### src/rtl/conditional_sub_pipe_if.sv
`default_nettype none
// +----------------------------------------------------------------------------+
// | conditional_sub_pipe_if : stream handshake bundle for conditional_sub_pipe |
// | Rev 1.0                                                                    |
// +----------------------------------------------------------------------------+
interface conditional_sub_pipe_if #(
  parameter int IN_W  = 13,
  parameter int OUT_W = 12
);
  logic [IN_W-1:0]  in_data;
  logic             in_valid;
  logic             in_ready;
  logic [OUT_W-1:0] out_data;
  logic             out_err;
  logic             out_valid;
  logic             out_ready;

  modport slave (
    input  in_data, in_valid, out_ready,
    output in_ready, out_data, out_err, out_valid
  );

  modport master (
    output in_data, in_valid, out_ready,
    input  in_ready, out_data, out_err, out_valid
  );
endinterface
`default_nettype wire

### src/rtl/conditional_sub_pipe.sv
`default_nettype none
// +----------------------------------------------------------------------------+
// | conditional_sub_pipe : two-stage mod-Q trim of [0,2Q) values, with error   |
// | flagging and a saturating error counter.  Rev 1.0                          |
// +----------------------------------------------------------------------------+
module conditional_sub_pipe #(
  parameter int Q     = 3329,
  parameter int IN_W  = 13,
  parameter int OUT_W = 12,
  parameter int CNT_W = 8
) (
  input  logic                   clk,
  input  logic                   rst,
  conditional_sub_pipe_if.slave  bus,
  input  logic                   clear_err,
  output logic                   err_sticky,
  output logic [CNT_W-1:0]       err_count
);

  localparam logic [IN_W:0]    c_q_ext   = (IN_W+1)'(Q);
  localparam logic [IN_W:0]    c_2q_ext  = (IN_W+1)'(2 * Q);
  localparam logic [OUT_W-1:0] c_q_lo    = OUT_W'(Q);
  localparam logic [CNT_W-1:0] c_cnt_max = '1;

  logic             s1_valid_q, s1_valid_d;
  logic [OUT_W-1:0] s1_x_q, s1_x_d;
  logic [OUT_W-1:0] s1_diff_q, s1_diff_d;
  logic             s1_ge_q, s1_ge_d;
  logic             s1_oor_q, s1_oor_d;

  logic             s2_valid_q, s2_valid_d;
  logic [OUT_W-1:0] out_data_q, out_data_d;
  logic             out_err_q, out_err_d;

  logic             err_sticky_q, err_sticky_d;
  logic [CNT_W-1:0] err_count_q, err_count_d;

  logic w_s2_take;
  logic w_s1_move;
  logic w_in_ready;
  logic w_in_fire;
  logic w_out_fire;
  logic w_in_ge;
  logic w_in_oor;

  assign w_s2_take  = ~s2_valid_q | bus.out_ready;
  assign w_s1_move  = s1_valid_q & w_s2_take;
  assign w_in_ready = ~s1_valid_q | w_s1_move;
  assign w_in_fire  = bus.in_valid & w_in_ready;
  assign w_out_fire = s2_valid_q & bus.out_ready;

  assign w_in_ge  = {1'b0, bus.in_data} >= c_q_ext;
  assign w_in_oor = {1'b0, bus.in_data} >= c_2q_ext;

  always_comb begin
    s1_valid_d   = s1_valid_q;
    s1_x_d       = s1_x_q;
    s1_diff_d    = s1_diff_q;
    s1_ge_d      = s1_ge_q;
    s1_oor_d     = s1_oor_q;
    s2_valid_d   = s2_valid_q;
    out_data_d   = out_data_q;
    out_err_d    = out_err_q;
    err_sticky_d = err_sticky_q;
    err_count_d  = err_count_q;

    // Only the low OUT_W bits of x - Q are ever presented, so the
    // subtraction is done at output width; wrap-around is intended.
    if (w_in_fire) begin
      s1_valid_d = 1'b1;
      s1_x_d     = bus.in_data[OUT_W-1:0];
      s1_diff_d  = bus.in_data[OUT_W-1:0] - c_q_lo;
      s1_ge_d    = w_in_ge;
      s1_oor_d   = w_in_oor;
    end else if (w_s1_move) begin
      s1_valid_d = 1'b0;
    end

    if (w_s1_move) begin
      s2_valid_d = 1'b1;
      out_data_d = s1_ge_q ? s1_diff_q : s1_x_q;
      out_err_d  = s1_oor_q;
    end else if (w_out_fire) begin
      s2_valid_d = 1'b0;
    end

    // Errors are booked at acceptance; a simultaneous clear takes priority.
    if (clear_err) begin
      err_sticky_d = 1'b0;
      err_count_d  = '0;
    end else if (w_in_fire && w_in_oor) begin
      err_sticky_d = 1'b1;
      if (err_count_q != c_cnt_max) begin
        err_count_d = err_count_q + 1'b1;
      end
    end
  end

  always_ff @(posedge clk or posedge rst) begin
    if (rst) begin
      s1_valid_q   <= 1'b0;
      s1_x_q       <= '0;
      s1_diff_q    <= '0;
      s1_ge_q      <= 1'b0;
      s1_oor_q     <= 1'b0;
      s2_valid_q   <= 1'b0;
      out_data_q   <= '0;
      out_err_q    <= 1'b0;
      err_sticky_q <= 1'b0;
      err_count_q  <= '0;
    end else begin
      s1_valid_q   <= s1_valid_d;
      s1_x_q       <= s1_x_d;
      s1_diff_q    <= s1_diff_d;
      s1_ge_q      <= s1_ge_d;
      s1_oor_q     <= s1_oor_d;
      s2_valid_q   <= s2_valid_d;
      out_data_q   <= out_data_d;
      out_err_q    <= out_err_d;
      err_sticky_q <= err_sticky_d;
      err_count_q  <= err_count_d;
    end
  end

  assign bus.in_ready  = w_in_ready;
  assign bus.out_data  = out_data_q;
  assign bus.out_err   = out_err_q;
  assign bus.out_valid = s2_valid_q;
  assign err_sticky    = err_sticky_q;
  assign err_count     = err_count_q;

endmodule
`default_nettype wire

### src/flat_wrapper.sv
// flat-port wrapper written by rule: the top's interface ports become plain ports
module conditional_sub_pipe_flat 
#(
  parameter int Q     = 3329,
  parameter int IN_W  = 13,
  parameter int OUT_W = 12,
  parameter int CNT_W = 8
)
  (clk, rst, clear_err, err_sticky, err_count, bus_in_data, bus_in_valid, bus_out_ready, bus_in_ready, bus_out_data, bus_out_err, bus_out_valid);
  conditional_sub_pipe_if #(.IN_W(IN_W), .OUT_W(OUT_W)) bus_i ();
  input  logic clk;
  input  logic rst;
  input  logic clear_err;
  output logic err_sticky;
  output logic [CNT_W-1:0] err_count;
  input wire logic [$bits(bus_i.in_data)-1:0] bus_in_data;
  input wire logic [$bits(bus_i.in_valid)-1:0] bus_in_valid;
  input wire logic [$bits(bus_i.out_ready)-1:0] bus_out_ready;
  output wire logic [$bits(bus_i.in_ready)-1:0] bus_in_ready;
  output wire logic [$bits(bus_i.out_data)-1:0] bus_out_data;
  output wire logic [$bits(bus_i.out_err)-1:0] bus_out_err;
  output wire logic [$bits(bus_i.out_valid)-1:0] bus_out_valid;
  assign bus_i.in_data = bus_in_data;
  assign bus_i.in_valid = bus_in_valid;
  assign bus_i.out_ready = bus_out_ready;
  assign bus_in_ready = bus_i.in_ready;
  assign bus_out_data = bus_i.out_data;
  assign bus_out_err = bus_i.out_err;
  assign bus_out_valid = bus_i.out_valid;
  conditional_sub_pipe #(.Q(Q), .IN_W(IN_W), .OUT_W(OUT_W), .CNT_W(CNT_W)) u_core (.clk(clk), .rst(rst), .bus(bus_i), .clear_err(clear_err), .err_sticky(err_sticky), .err_count(err_count));
endmodule
### config.mk
export PLATFORM = sky130hd
export DESIGN_NAME = conditional_sub_pipe_flat
export DESIGN_NICKNAME = d
export VERILOG_FILES = /design/src/rtl/conditional_sub_pipe_if.sv /design/src/rtl/conditional_sub_pipe.sv /design/src/flat_wrapper.sv
export SDC_FILE = /design/constraint.sdc
export NUM_CORES = 1
export LEC_CHECK = 0
export BUFFER_PORTS_ARGS = -buffer_cell sky130_fd_sc_hd__buf_2
export CELL_PAD_IN_SITES_DETAIL_PLACEMENT = 0
export CELL_PAD_IN_SITES_GLOBAL_PLACEMENT = 1
export CORE_MARGIN = 3
export CORE_UTILIZATION = 39
export CTS_CLUSTER_SIZE = 20
export DETAILED_ROUTE_END_ITERATION = 8
export GPL_TIMING_DRIVEN = 0
export PLACE_DENSITY = 0.79
export SKIP_CTS_REPAIR_TIMING = 1
export SLEW_MARGIN = 10
export SYNTH_ARGS = -nofsm -noshare
export SYNTH_HDL_FRONTEND = slang
export SYNTH_SLANG_ARGS = --single-unit
### constraint.sdc
create_clock -name clk -period 2.13 [get_ports clk]
set_clock_uncertainty 0.05 [all_clocks]
set_input_delay 0.213 -clock clk [delete_from_list [all_inputs] [get_ports clk]]
set_output_delay 0.213 -clock clk [all_outputs]
set_load 0.005 [all_outputs]
; Word-level counts from Yosys, hierarchy flattened
; Index checks and enable logic that the tools add are counted.
[classes]
n_eq_ne = 1
n_bitwise = 7
n_lt_le_gt_ge = 2
n_mux = 10
n_addsub = 2
n_reduce_logical = 6
[ops]
columns = cell, n
row1 = two-way mux 8 bit, 3
row2 = ">= comparator 13 x 12 -> 1 bit, second input constant", 1
row3 = ">= comparator 13 bit, second input constant", 1
row4 = two-way mux 12 bit, 1
row5 = "subtractor 12 bit, second input constant", 1
row6 = "adder 8 x 1 -> 8 bit, second input constant", 1
row7 = "!= test 8 bit, second input constant", 1
row8 = nonzero test 2 bit, 4
row9 = two-way mux 1 bit, 6
row10 = bitwise AND 1 bit, 3
row11 = NOT 1 bit, 2
row12 = OR 1 bit, 2
row13 = AND reduction 2 bit, 1
row14 = logical AND 1 bit, 1
[word_totals]
register_bits = 50
word_cells = 38
input_bits = 18
out_inout_bits = 24

; Longest topological paths before layout
; Gate-level depths: netlist (run 1).
[depth]
ltp_word = 8
mapped_depth = 8
mapped_depth_nobuf = 7

; Worst setup path before layout (run 1)
; OpenSTA, ideal clock, no wires.
[synth_timing]
kind = register -> register
startpoint = reg u_core.err_count_q[0], in the netlist u_core.err_count[0]
endpoint = reg u_core.err_count_q[7], in the netlist u_core.err_count[7]
stages_incl_launch_ff = 8
setup_ns = 0.078
arrival_time_ns = 1.927
slack_ns = 0.075
required_time_ns = 2.002
n_path_buf = 1
period_less_slack_ns = 2.055
cell_sequence = dfrtp_1 -> ha_1 -> nand2_1 -> nor3_1 -> or4b_4 -> buf_6 -> or4_1 -> a21oi_1
[synth_via]
elab_chain_len = 4
elab_cells_between_ends = 7
cone_classes = add/sub: 1 / eq/ne: 1 / mux: 3 / reduce/logical: 2
[synth_rtl]
columns = item, line_no
row1 = "start, declared", conditional_sub_pipe.sv:36  ; logic [CNT_W-1:0] err_count_q, err_count_d;
row2 = "start signal, assigned", conditional_sub_pipe.sv:121  ; err_count_q <= err_count_d;
row3 = adder 8 x 1 -> 8 bit, conditional_sub_pipe.sv:94  ; err_count_d = err_count_q + 1'b1;
row4 = two-way mux 8 bit, conditional_sub_pipe.sv:93  ; if (err_count_q != c_cnt_max) begin
row5 = two-way mux 8 bit, conditional_sub_pipe.sv:91  ; end else if (w_in_fire && w_in_oor) begin
row6 = two-way mux 8 bit, conditional_sub_pipe.sv:88  ; if (clear_err) begin
; Parallel ways exist; a longest one is shown, timed or not. The select of a mux whose other input is x is not followed.
; A chain may end at the register's enable or synchronous reset.

; Worst setup path in the final report (run 1)
; Ends and elaborated chain as after synthesis.

==> results of run 1 <==
## cells in the mapped netlist (all sizes together)
cell type / count
dfrtp: 50
o31ai: 2
o21ai: 30
xnor2: 4
or4: 4
mux2i: 13
nand3: 6
o211ai: 2
buf: 1
mux2: 12
a21oi: 7
inv: 6
clkbuf: 9
a31oi: 2
nor4: 1
nor3: 6
ha: 4
nor2b: 4
or4b: 1
xor2: 7
nand3b: 2
a22o: 1
nor2: 10
nand4: 1
nand2: 35
nand2b: 3
## final cells by class
class                   instances  area, µm²
plain buffers                  10       48.8
clock buffers                   6       72.6
clock inverters                 2       37.5
fillers                       537       2780
inverters                       6       22.5
multi-input cells             157       1050
flip-flops and latches         50       1250
well taps                      72       90.1
repair buffers                 49        280
## power by group
| group | switching (mW) | internal [mW] | total [mW] | leakage, nW |
|---|---|---|---|---|
| registers | 0.0662 | 1.08 | 1.15 | 0.623 |
| logic | 0.211 | 0.184 | 0.394 | 0.694 |
| clock network | 0.323 | 0.351 | 0.674 | 0.0514 |
| total | 0.600 | 1.62 | 2.22 | 1.37 |
## critical path, stage by stage, from the launching register on
cell and delay (ns):
dfrtp_1 0.44, ha_4 0.20, nand2_4 0.07, nor3_2 0.04, or4b_4 0.52, buf_8 0.15
or4_4 0.41, a21oi_2 0.14
## layer usage
layer  global-route usage (%)  wire, µm  part of all wire (%)  vias to the layer above
li1                         -         -                     -                      884
met2                     25.3      2410                    48                       34
met5                        0         0                     0                        -
met3                     3.55       215                   4.2                        8
met1                     20.0      2360                    47                      852
met4                     4.82        76                   1.5                        0
## kinds of logic after synthesis
group | Yosys count | share of synthesized area [%]
and+or+nand+nor | 73 | 16.0
AOI/OAI and AO/OA | 44 | 10.1
buffers and inverters | 16 | 2.89
DFF | 50 | 53.4
adders and majority gates | 4 | 2.14
muxes | 25 | 11.3
xor gates and xnor gates | 11 | 4.12
## per-stage QoR
step	worst slack [ns]	utilization, %	setup TNS (ns)	cell area [µm²]	power (mW)
4_1_cts	-0.0974	49.0	-0.127	2770	2.23
3_5_place_dp	-0.0725	47.1	-0.0765	2660	1.57
2_1_floorplan	0.0746	-	0	2340	1.40
3_3_place_gp	-0.0294	46.7	-1.32	2640	1.55
5_1_grt	-0.0350	50.7	-0.0350	2860	2.34
6_report	0.0350	50.7	0	2860	2.22
## worst max-delay path by stage
stage,end,slack [ns],depth (start not counted),startpoint
finish,u_core.err_count[7],0.04,7,u_core.err_count[0]
global route,u_core.err_count[7],-0.04,7,u_core.err_count[0]
CTS,u_core.err_count[7],-0.1,7,u_core.err_count[0]
detailed placement,u_core.err_count[7],-0.07,7,u_core.err_count[0]
global placement,u_core.s1_x_q[7],-0.03,2,rst
floorplan,u_core.err_count[7],0.07,7,u_core.err_count[0]
## state kept, by name (all words and copies together) (netlist names)
| name | cells |
|---|---|
| u_core.s1_x_q | 12 |
| u_core.s1_valid_q | 1 |
| u_core.s1_diff_q | 12 |
| u_core.bus.out_data | 12 |
| u_core.bus.out_err | 1 |
| u_core.s1_oor_q | 1 |
| u_core.s1_ge_q | 1 |
| u_core.err_count | 8 |
| u_core.bus.out_valid | 1 |
| u_core.err_sticky | 1 |
==> impl_metrics.ini, run 1 <==
[outcome]
status = completed

[placement]
globalplace.congestion = 0.759
dp_cells = 337
numPortBuffers = 41
hpwl_um = 3600

[yosys]
synth.distinct_cells = 30
yosys.area.top_type = dfrtp_1
synth_nets = 245
yosys-top-cells-area = dfrtp_1 53%, o21ai_0 6.4%, mux2_2 5.8%, mux2i_1 5.6%, nand2_1 5.5%
avgSynthCellArea_um2 = 10.5
synth_top_area_share_pct = 53.4
syn_inst = 223
yosysSeqAreaShare_pct = 53.4
yosysWarnings = 0
synth_area_um2 = 2340
ys_ff_latch = 50

[final_layout]
layout.nets = 301
final_common_cell = dfrtp_1
drive_above_1_share_pct = 28.2
antenna_cells = 0
final_cell_mix = 50 x dfrtp_1, 41 x buf_2, 33 x nand2_1
syn_to_final_growth_pct = 22.1
final_cells = 352

[clock_tree]
cts.sinks = 50
htreeDepth = 2
cts_tree = done
clock_latency_ns = 0.30
clockRootBuffer = clkbuf_8
cts_made_buffers = 5
clkTransAtPathRegs_ns = 0.09
clock_path_buffers = 2

[timing]
slew_viol_final = 0
finalSetupViolCount = 0
hold_viol_final = 0
hold_slack_ns = 0.124
min_period_ns = 2.09
slew_headroom_pct = 46.4
tightest_slew_ns = 0.804
fmax_mhz = 477
grt_setup_unrepaired = true
fin_crit_sh_pct = 98.4

[detailed_routing]
ant_nets = 0
wl_um = 5060
dr.pass1.iters = 4
dr_total_vias = 1778
wl_per_cell_um = 14.4
drt-vias-per-instance = 5.05
dr.first_iter.drc_count = 84
drc_errors = 0

[global_routing]
grt_overflow = 0
grt_util_all_layers_pct = 15.3
grt_start_max_net_pins = 32
grt_pass1_wl_um = 8610
antenna_found_initial = 0
grt_pass1_vias = 1755

[pwr]
peakVddDrop_uv = 296
p_per_area_nw_per_um2 = 777
p_leak_nw = 1.37

[worst_setup_path]
r2r_start = u_core.err_count[0]
arrival_ns = 2.27
cp-start-kind = flop
path_max_fanout = 8
end_kind = flop
critPathKind = flop to flop
critical_path_required_ns = 2.31
rrSetupSlack_ns = 0.04
ff2ff_path_depth = 7
reg2reg_to = u_core.err_count[7]

[die]
core-area_um2 = 5640
start_util_pct = 41.5
die_w_um = 83.5
io_pins = 42
num_rows = 27
die_area_um2 = 6970
die_y_um = 83.5

[flow_run]
max_cap_viol_count = 0

[hold_path]
whs_endpoint = u_core.s1_valid_q
min_from = bus_in_valid
hp-class = input pin to flop
worstHoldPathCells = 2
No activity file was read; power rests on OpenSTA's default activity.
==> run 2, diff against run 1 <==
ABC_AREA = 1   (was default)
CORE_UTILIZATION = 37   (was 39)
PLACE_DENSITY = 0.78   (was 0.79)
==> impl_metrics.ini, run 2 <==
[worst_setup_path]
end_kind = flop
crit_start = u_core.err_count[0]
arrival_ns = 1.75
reg2reg_to = u_core.err_count[7]
path_cells = ha_1 -> nand2_1 -> inv_2 -> nand2_2 -> nor2_4 -> nand4_2 -> nand3_4 -> nand2_4 -> nand2_1 -> nand2_1
path_common_cell = nand2_1
cpPeakStageDelay_ns = 0.43
cp-start-kind = flop
critPathKind = flop to flop
ff2ff_path_depth = 10
r2r_start = u_core.err_count[0]
critical_path_required_ns = 2.28
path_max_fanout = 9
rrSetupSlack_ns = 0.53
crit_slowest_cell = dfrtp_1
endpoint = u_core.err_count[7]

[pwr]
power.total_mw = 2.32
peakVddDrop_uv = 252
p_leak_nw = 1.54
p_per_area_nw_per_um2 = 793

[clock_tree]
cts_made_buffers = 5
clockRootBuffer = clkbuf_8
cts.sinks = 50
htreeDepth = 2
clock_path_buffers = 2
clock_latency_ns = 0.30
clkTransAtPathRegs_ns = 0.09
cts_tree = done

[detailed_routing]
wl_per_cell_um = 13.1
ant_nets = 0
dr.first_iter.drc_count = 140
drt-vias-per-instance = 4.82
wl_um = 5710
drc_errors = 0
m1WireLength_um = 2620
highest-signal-layer = met4
dr.pass1.iters = 6
wl_met2_um = 2740
met3WireLength_um = 243
dr_total_vias = 2106

[final_layout]
final_cell_mix = 97 x nand2_1, 50 x dfrtp_1, 46 x buf_2
final_common_cell = nand2_1
layout.nets = 381
postLayoutCoreUtil_pct = 45.4
drive_above_1_share_pct = 19.4
antenna_cells = 0
syn_to_final_growth_pct = 16.8
fin_area_um2 = 2930

[timing]
grt_setup_unrepaired = false
fmax_mhz = 627
fin_crit_sh_pct = 74.9
slew_viol_final = 0
slew_headroom_pct = 61.8
fin_tns_setup_ns = 0
min_period_ns = 1.60
hold_viol_final = 0
tightest_slew_ns = 0.572
finalSetupViolCount = 0

[hold_path]
hp-class = input pin to flop
worstHoldPathCells = 2

[yosys]
yosys.area.top_type = dfrtp_1
ys_ff_latch = 50
synthFlopType = dfrtp_1
yosysSeqAreaShare_pct = 49.9
synth_edf_count = 0
synthTopCellsByCount = 97 x nand2_1, 50 x dfrtp_1, 39 x o21ai_0
synth_area_um2 = 2510
synth_nets = 332
async_reset_ff_share_pct = 100
yosysWarnings = 0
synth.most_common_cell = nand2_1
syn_inst = 310
synth.distinct_cells = 28
synth_top_area_share_pct = 49.9
yosys-top-cells-area = dfrtp_1 50%, nand2_1 15%, o21ai_0 7.8%, inv_1 4.8%, nand3_1 4.4%
avgSynthCellArea_um2 = 8.09

[placement]
place_area_um2 = 2820
globalplace.congestion = 0.837
numPortBuffers = 40
hpwl_um = 4290

[die]
die_y_um = 88.3
die_area_um2 = 7800
io_pins = 42
start_util_pct = 38.8
die_w_um = 88.3
core-area_um2 = 6460
num_rows = 29

[global_routing]
grt_pass1_vias = 2111
grt_pass1_wl_um = 9940
grt_start_max_net_pins = 27
grt_util_all_layers_pct = 16.6
grt_overflow = 0
antenna_found_initial = 0

[flow_run]
max_cap_viol_count = 0

[outcome]
status = completed
[run 2: critical path: cells and delay by family, from the launching register on]
family / cells / cell delay [ns]
AND/OR/NAND/NOR: 8 / 0.78
flip-flops: 1 / 0.43
adder cells (fa/ha/maj): 1 / 0.19
buffers and inverters: 1 / 0.07
[run 2: how the worst min path moves through the flow]
stage	from	slack, ns	endpoint
2_1_floorplan	bus_in_data[2]	0.27	u_core.s1_x_q[2]
3_3_place_gp	bus_in_data[0]	0.40	u_core.s1_diff_q[0]
3_5_place_dp	rst	0.26	u_core.err_count[1]
4_1_cts	rst	-0.07	u_core.err_count[3]
5_1_grt	bus_in_data[0]	0.10	u_core.s1_diff_q[0]
6_report	bus_in_data[0]	0.08	u_core.s1_diff_q[0]
[run 2: layout make-up]
type	instances	area, µm²
plain buffers	10	45.0
clock buffers	6	82.6
clock inverters	2	12.5
fillers	682	3530
inverters	36	140
multi-input cells	214	1070
flip-flops and latches	50	1250
well taps	77	96.3
repair buffers	42	230
[run 2: kinds of logic (layout without fill, tap and decap cells)]
kind of cell | after synthesis | count (layout) | synth area share, %
flip-flops | 50 | 50 | 49.9
AND/OR/NAND/NOR | 157 | 157 | 28.7
buffers and inverters | 46 | 96 | 7.39
XOR/XNOR | 5 | 5 | 1.75
AO/OA/AOI/OAI | 48 | 48 | 10.3
adder cells (fa/ha/maj) | 4 | 4 | 2.00
[run 2: power by group]
| group | total [mW] | internal [mW] | switching, mW |
|---|---|---|---|
| Sequential | 1.21 | 1.12 | 0.0888 |
| Clock | 0.582 | 0.262 | 0.320 |
| Combinational | 0.530 | 0.214 | 0.315 |
| Total | 2.32 | 1.60 | 0.724 |
[run 2: stage by stage]
stage / setup slack [ns] / hold WS [ns] / instances
floorplan: 0.666 / 0.273 / 310
global placement: -0.102 / 0.399 / 427
detailed placement: 0.482 / 0.262 / 428
CTS: 0.528 / -0.0736 / 436
global route: 0.347 / 0.100 / 437
finish: 0.534 / 0.0839 / 437
[run 2: per-layer routing]
layer / vias up / global-route usage, %
li1: 1085 / -
met1: 971 / 20.8
met2: 40 / 28.4
met3: 10 / 3.54
met4: 0 / 5.36
met5: - / 0
==> run 3, diff against run 2 <==
CORE_UTILIZATION = 41   (was 37)
PLACE_DENSITY = 0.82   (was 0.78)
clock period = 1.5 ns   (was 2.13 ns; I/O delays follow)
==> impl_metrics.ini, run 3 (synthesis results as in run 2) <==
[outcome]
status = finished with violations
violations = negative setup slack

[timing]
slew_viol_final = 0
finalSetupViolCount = 8
fmax_mhz = 647
hold_viol_final = 0
tightest_slew_ns = 0.415
grt_setup_unrepaired = true
hold_slack_ns = 0.0171
min_period_ns = 1.55
fin_crit_sh_pct = 103
slew_headroom_pct = 72.3
setup_ws_ns = -0.0467

[clock_tree]
clkTransAtPathRegs_ns = 0.09
clock_path_buffers = 2
clockRootBuffer = clkbuf_8
htreeDepth = 2
cts_tree = done
cts_made_buffers = 5
clock_latency_ns = 0.30
cts.sinks = 50

[detailed_routing]
highest-signal-layer = met4
wl_um = 6120
dr.first_iter.drc_count = 115
met3WireLength_um = 304
dr.pass1.iters = 5
wl_met2_um = 3020
m1WireLength_um = 2730
drc_errors = 0
ant_nets = 0
wl_per_cell_um = 14.0
drt-vias-per-instance = 5.00
dr_total_vias = 2192

[worst_setup_path]
cpPeakStageDelay_ns = 0.37
ff2ff_path_depth = 10
path_max_fanout = 8
path_common_cell = nand2_2
critical_path_required_ns = 1.65
critPathKind = flop to flop
path_buf_inv = 1
cp_top_family = simple AND/OR/NAND/NOR gates
end_kind = flop
path_cells = ha_2 -> nand2_2 -> inv_2 -> nand2_4 -> nor2_4 -> nand4_4 -> nand3_4 -> nand2_8 -> nand2_2 -> nand2_2
path_depth = 10
cp-start-kind = flop
crit_slowest_cell = dfrtp_1
rrSetupSlack_ns = -0.05
arrival_ns = 1.69

[placement]
hpwl_um = 4320
numPortBuffers = 40
dp_cells = 423
globalplace.congestion = 0.761

[die]
die_y_um = 84.2
core-area_um2 = 5710
io_pins = 42
die_area_um2 = 7090
start_util_pct = 43.9
num_rows = 27
die_w_um = 84.2

[final_layout]
postLayoutCoreUtil_pct = 53.9
final_common_cell = nand2_1
seq_area_um2 = 1250
layout.nets = 387
fillers = 569
final_cells = 438
antenna_cells = 0
drive_above_1_share_pct = 23.2
multi_input_area_um2 = 1130
final_cell_mix = 92 x nand2_1, 50 x dfrtp_1, 46 x buf_2
syn_to_final_growth_pct = 22.8

[global_routing]
grt_util_all_layers_pct = 17.7
antenna_found_initial = 0
grt_overflow = 0
grt_pass1_wl_um = 10200
grt_start_max_net_pins = 34
grt_pass1_vias = 2087

[hold_path]
worstHoldPathCells = 2
hp-class = input pin to flop

[pwr]
peakVddDrop_uv = 609
p_per_area_nw_per_um2 = 1200
p_leak_nw = 1.62

[flow_run]
max_cap_viol_count = 0
## run 3: area by class of cell
type	instances	share of cell area, %
Buffer	10	1.59
Clock buffer	6	2.68
Clock inverter	2	1.95
Inverter	36	4.63
Multi-Input combinational cell	215	36.9
Sequential cell	50	40.7
Tap cell	72	2.93
Timing Repair Buffer	47	8.70
## run 3: per-layer routing
metal	global-route usage [%]	vias to the layer above
li1	-	1101
met5	0	-
met1	23.3	1031
met3	3.93	6
met4	4.09	0
met2	29.7	54
## run 3: final timing paths
kind,endpoint,start
min in group asynchronous,u_core.bus.out_data[7],rst
worst max-delay path,u_core.err_count[6],u_core.err_count[1]
max in group asynchronous,u_core.s1_diff_q[10],rst
worst min-delay path,u_core.s1_diff_q[0],bus_in_data[0]
worst max register to register,u_core.err_count[6],u_core.err_count[1]
worst min register to register,u_core.bus.out_data[11],u_core.bus.out_data[11]
## run 3: through the flow
step | total power [mW] | TNS, ns | area (µm²) | setup slack, ns
after floorplan | 2.19 | 0 | 2510 | 0.0712
after global placement | 2.49 | -30.68 | 2800 | -0.607
after detailed placement | 2.52 | -0.697 | 2820 | -0.0957
after CTS | 3.70 | -0.937 | 2960 | -0.112
after global routing | 3.94 | -1.30 | 3080 | -0.177
final | 3.70 | -0.224 | 3080 | -0.0467
## run 3: worst register-to-register path, stage by stage, from the launching register on
cell	delay, ns
dfrtp_1	0.37
ha_2	0.19
nand2_2	0.05
inv_2	0.08
nand2_4	0.05
nor2_4	0.15
nand4_4	0.11
nand3_4	0.16
nand2_8	0.09
nand2_2	0.10
nand2_2	0.04
## run 3: power by group
group | total [mW] | internal, mW | switching [mW]
registers | 1.72 | 1.59 | 0.124
clock network | 1.18 | 0.712 | 0.468
logic | 0.807 | 0.331 | 0.476
total | 3.70 | 2.64 | 1.07
